===== config.mk =====
export PLATFORM = sky130hd
export DESIGN_NAME = flag_sync_rx
export DESIGN_NICKNAME = d
export VERILOG_FILES = /design/src/rtl/flag_sync_rx.sv
export SDC_FILE = /design/constraint.sdc
export NUM_CORES = 1
export LEC_CHECK = 0
export BUFFER_PORTS_ARGS = -buffer_cell sky130_fd_sc_hd__buf_2
export CAP_MARGIN = 20
export CELL_PAD_IN_SITES_DETAIL_PLACEMENT = 2
export CELL_PAD_IN_SITES_GLOBAL_PLACEMENT = 2
export CORE_UTILIZATION = 38
export DETAILED_ROUTE_END_ITERATION = 6
export PLACE_DENSITY_LB_ADDON = 0.1
export RECOVER_POWER = 50
export SLEW_MARGIN = 20
export SYNTH_ARGS = -nofsm -noshare
export SYNTH_HDL_FRONTEND = slang
export SYNTH_SLANG_ARGS = --single-unit

===== constraint.sdc =====
create_clock -name clk -period 4.1 [get_ports clk]
set_input_delay 0.615 -clock clk [delete_from_list [all_inputs] [get_ports clk]]
set_output_delay 0.615 -clock clk [all_outputs]
set_load 0.005 [all_outputs]

===== src/rtl/flag_sync_rx.sv =====
// Receive side of toggle-encoded flag crossings: per-channel synchroniser,
// event pulse regeneration and a saturating pending counter (or level pass-through).
module flag_sync_rx #(
  parameter int                  CHANNELS   = 4,
  parameter int                  STAGES     = 2,
  parameter int                  CNT_W      = 4,
  parameter logic [CHANNELS-1:0] LEVEL_MASK = '0
) (
  input  logic                      clk,
  input  logic                      rst,
  input  logic [CHANNELS-1:0]       toggle_in,
  input  logic [CHANNELS-1:0]       pop,
  input  logic [CHANNELS-1:0]       ovf_clear,
  output logic [CHANNELS-1:0]       level_out,
  output logic [CHANNELS-1:0]       pulse_out,
  output logic [CHANNELS-1:0]       pending_valid,
  output logic [CHANNELS*CNT_W-1:0] pending_count,
  output logic [CHANNELS-1:0]       overflow
);

  localparam int                WARM_W   = $clog2(STAGES + 2);
  localparam logic [WARM_W-1:0] WARM_END = WARM_W'(STAGES + 1);
  localparam logic [CNT_W-1:0]  CNT_MAX  = '1;

  logic [CHANNELS-1:0][STAGES:0]  syncChain;
  logic [CHANNELS-1:0][CNT_W-1:0] count;
  logic [WARM_W-1:0]              warmCnt;
  logic                           warmDone;
  logic [CHANNELS-1:0]            rawEvent;
  logic [CHANNELS-1:0]            chanEvent;
  logic [CHANNELS-1:0]            effPop;
  logic [CHANNELS-1:0]            ovfSet;
  logic [CHANNELS-1:0]            ovfClr;

  always_ff @(posedge clk or posedge rst) begin
    if (rst) begin
      syncChain <= '0;
    end else begin
      for (int i = 0; i < CHANNELS; i++) begin
        syncChain[i] <= {syncChain[i][STAGES-1:0], toggle_in[i]};
      end
    end
  end

  // Chain flops start at 0, so a line already high at release looks like an
  // edge travelling down the chain; hold events off until it has flushed.
  always_ff @(posedge clk or posedge rst) begin
    if (rst) begin
      warmCnt <= '0;
    end else if (!warmDone) begin
      warmCnt <= warmCnt + WARM_W'(1);
    end
  end

  assign warmDone = (warmCnt == WARM_END);

  always_comb begin
    level_out     = '0;
    rawEvent      = '0;
    chanEvent     = '0;
    effPop        = '0;
    ovfSet        = '0;
    ovfClr        = '0;
    pending_valid = '0;
    for (int i = 0; i < CHANNELS; i++) begin
      level_out[i]     = syncChain[i][STAGES-1];
      rawEvent[i]      = syncChain[i][STAGES-1] ^ syncChain[i][STAGES];
      chanEvent[i]     = rawEvent[i] & warmDone & ~LEVEL_MASK[i];
      effPop[i]        = pop[i] & (count[i] != '0) & ~LEVEL_MASK[i];
      ovfSet[i]        = chanEvent[i] & ~effPop[i] & (count[i] == CNT_MAX);
      ovfClr[i]        = ovf_clear[i] & ~LEVEL_MASK[i];
      pending_valid[i] = (count[i] != '0);
    end
  end

  // A lost event at saturation outranks a clear arriving on the same edge.
  always_ff @(posedge clk or posedge rst) begin
    if (rst) begin
      pulse_out <= '0;
      count     <= '0;
      overflow  <= '0;
    end else begin
      pulse_out <= chanEvent;
      for (int i = 0; i < CHANNELS; i++) begin
        if (chanEvent[i] && !effPop[i] && (count[i] != CNT_MAX)) begin
          count[i] <= count[i] + CNT_W'(1);
        end else if (effPop[i] && !chanEvent[i]) begin
          count[i] <= count[i] - CNT_W'(1);
        end
        if (ovfSet[i]) begin
          overflow[i] <= 1'b1;
        end else if (ovfClr[i]) begin
          overflow[i] <= 1'b0;
        end
      end
    end
  end

  assign pending_count = count;

endmodule

==> key figures <==
Placement
  • Placer congestion estimate: 0.780
  • Dpl hpwl: 3.00 mm
  • Port Buffers: 45
  • Setup WS pre-CTS: 1500 ps

Floorplan
  • Die width: 72.1 um
  • Die area: 5200 um2
  • Core area: 4720 um2
  • Rows: 25
  • I/O Pins: 46
  • Die H: 72.1 um
  • Starting density of the core: 39.6%

Final layout
  • Diode count: 0
  • Multi-input gate area: 836 um2
  • Filler cells: 486
  • Total area of sequential cells: 951 um2
  • Area Overhead vs Synth: 19.3%
  • Fraction of layout cells with a size suffix above 1: 40.2%
  • Nets: 216

Setup path
  • Worst Path Buf+Inv: 1
  • Crit path launch type: flop
  • Largest delay contributor family on the critical path: compound AO/OA/AOI/OAI gates
  • WP depth: 8
  • Max incr delay on CP: 480 ps
  • Slowest-stage cell, CP: dfrtp_1
  • CP cell instances: o41a_1, and4b_2, inv_1, ha_1, a21o_2, a21oi_1, mux2i_1, xnor2_1
  • Worst-path fanout max: 7
  • R2r worst-path depth: 8
  • CP Capture Type: flop
  • CP arrival: 2790 ps
  • Worst R2R Setup Slack: 1530 ps
  • WP data required: 4320 ps
  • Worst setup path class: flop to flop

Clocking
  • Inserted Clock Buffers: 5
  • H-tree depth: 2
  • Clk buf depth: 2
  • Sink Count: 38
  • Setup Buffers After CTS: 0
  • CTS clk-pin slew, worst paths: 80 ps
  • Post-cts resize count: 0
  • CTS tree: built
  • Cts hold-fix bufs: 0
  • Clk root buf: clkbuf_8
  • Worst-Skew Late Latency: 290 ps

Synth
  • Post-synthesis adder-cell area fraction: 10.3%
  • Mux cell area share after synthesis: 9.17%
  • Ys Warns: 0
  • Top cell type's share of synthesized area: 50.9%
  • Mean Syn Cell Area: 13.4 um2
  • Post-Synthesis Net Count: 167
  • Synthesis-stage register bit count: 38
  • Yosys top cell by area: dfrtp_1
  • Gate Count Post-Synth: 140
  • Synth top area cells: dfrtp_1 51%, mux2_4 6.4%, ha_1 6.0%
  • Post-synth cell types: 29
  • FFs w/ async S/R, synth: 100%
  • Sequential area share after synthesis: 50.9%
  • XOR/XNOR share of the synthesized area: 8.77%
  • Simple-gate share of the synthesized area: 7.76%
  • Post-synth EDFFs: 0
  • Largest family of logic cells by synthesized area: adder cells
  • Synth Area in Compound Gates: 8.70%
  • Synth Cell Area: 1870 um2
  • Main synth FF type: dfrtp_1

Timing
  • Tcrit/Tclk final: 62.7%
  • Slew at the pin closest to its max-slew limit: 788 ps
  • Min Tclk post-route: 2570 ps
  • Slew margin rel.: 47.4%
  • RSZ-0062 raised after global routing: false
  • Setup ws final: 1530 ps
  • Clock Skew: 6.59 ps
  • Final hold vios: 0
  • Setup TNS: 0 ps
  • Setup violators final: 0
  • Final Max Slew Viols: 0
  • Max Clock Freq: 389 MHz

Drt
  • Drt pass-1 iters: 4
  • Vias/cell: 4.94
  • WL/cell: 15.7 um
  • # DRC: 0
  • Post-DRT Antenna Nets: 0
  • Via count: 1,264
  • Starting DRC count in detailed routing: 18
  • Routed wire length: 4.02 mm

Hold path
  • Hold Path Class: flop to flop
  • WHS Path Cells: 0

Pwr
  • Max VDD drop: 0.000324 V
  • Lkg Pwr: 1.05 nW
  • P per Cell Area: 702 nW/um2

Global route
  • Initial antenna violation count: 0
  • Largest net degree at the start of global routing: 26
  • Remaining Overflow, GRT: 0
  • First-pass GRT wire length: 6.74 mm
  • Tot GR Track Use: 17.3%
  • Vias in the first global route: 1,382

Job
  • Max Cap Viol: 0

Outcome
  • Status: finished clean
==> synthesized netlist by cell type, types with 2 or more instances <==
cell type	instances
nand4_1	4
a21boi_1	3
o32ai_1	3
mux2_4	8
a21o_1	2
o41a_1	3
mux2i_1	4
xnor2_1	9
a21o_2	2
nor2_2	4
nand2_1	4
dfrtp_1	38
and4b_2	3
buf_4	4
or4_2	2
or4_1	2
inv_1	12
a21oi_1	5
fa_1	4
xor2_1	6
ha_1	9
xor2_2	2
==> layer usage <==
layer | vias to the layer above | part of all wire, % | global-route usage [%]
met5 | - | 0 | 0
met4 | 0 | 1.3 | 5.88
met3 | 6 | 4.0 | 4.58
met2 | 34 | 52 | 29.4
met1 | 639 | 43 | 21.2
li1 | 585 | - | -
==> final cells by class <==
cell class	instances	area share [%]
clock buffer	5	3.08
clock inverter	2	0.449
inverter	13	2.19
multi-input combinational	84	37.5
sequential	38	42.6
tap	67	3.76
timing repair buffer	47	10.4
==> cell usage in the layout (no fill, tap or decap), types with 3 or more instances in the layout <==
master    netlist  final
inv_1          12     12
clkbuf_8        0      5
o32ai_1         3      3
and4b_2         3      3
mux2_4          8      8
xor2_1          6      6
o41a_1          3      3
a21boi_1        3      3
nor2_2          4      4
mux2i_1         4      4
xnor2_1         9      9
buf_2           0     45
nand2_1         4      4
a21oi_1         5      5
dfrtp_1        38     38
ha_1            9      9
fa_1            4      4
nand4_1         4      4
==> final timing paths <==
path | from | to
hold / removal | syncChain[0] | level_out[0]
max in group asynchronous | rst | pending_count[0]
hold reg to reg | syncChain[0] | level_out[0]
setup / recovery | pending_count[8] | pending_count[11]
setup reg to reg | pending_count[8] | pending_count[11]
min in group asynchronous | rst | pending_count[13]
==> report_power, final <==
part | switching [mW] | total, mW | internal (mW)
logic | 0.282 | 0.670 | 0.388
clock network | 0.131 | 0.246 | 0.114
registers | 0.172 | 0.650 | 0.478
total | 0.585 | 1.57 | 0.980
==> per-stage QoR <==
step,hold slack (ps),instance area (um2),power (mW),util (%),std cells
floorplan,331,1870,1.09,-,140
global placement,337,2150,1.27,45.6,248
detailed placement,338,2150,1.33,45.6,248
CTS,350,2230,1.60,47.2,255
global route,353,2230,1.70,47.2,256
finish,346,2230,1.57,47.2,256
==> cells by family (layout without fill, tap and decap cells) <==
family,Yosys count,after routing
XOR/XNOR,17,17
AO/OA/AOI/OAI,20,20
multiplexers,13,13
flip-flops,38,38
buffers and inverters,18,67
adder cells (fa/ha/maj),13,13
AND/OR/NAND/NOR,21,21
==> flip-flops by register name (all words and copies together) (netlist names) <==
signal	count
syncChain	8
pulse_out	4
warmCnt	2
pending_count	16
level_out	4
overflow	4
Note: power is estimated with default switching activity, not from simulation.
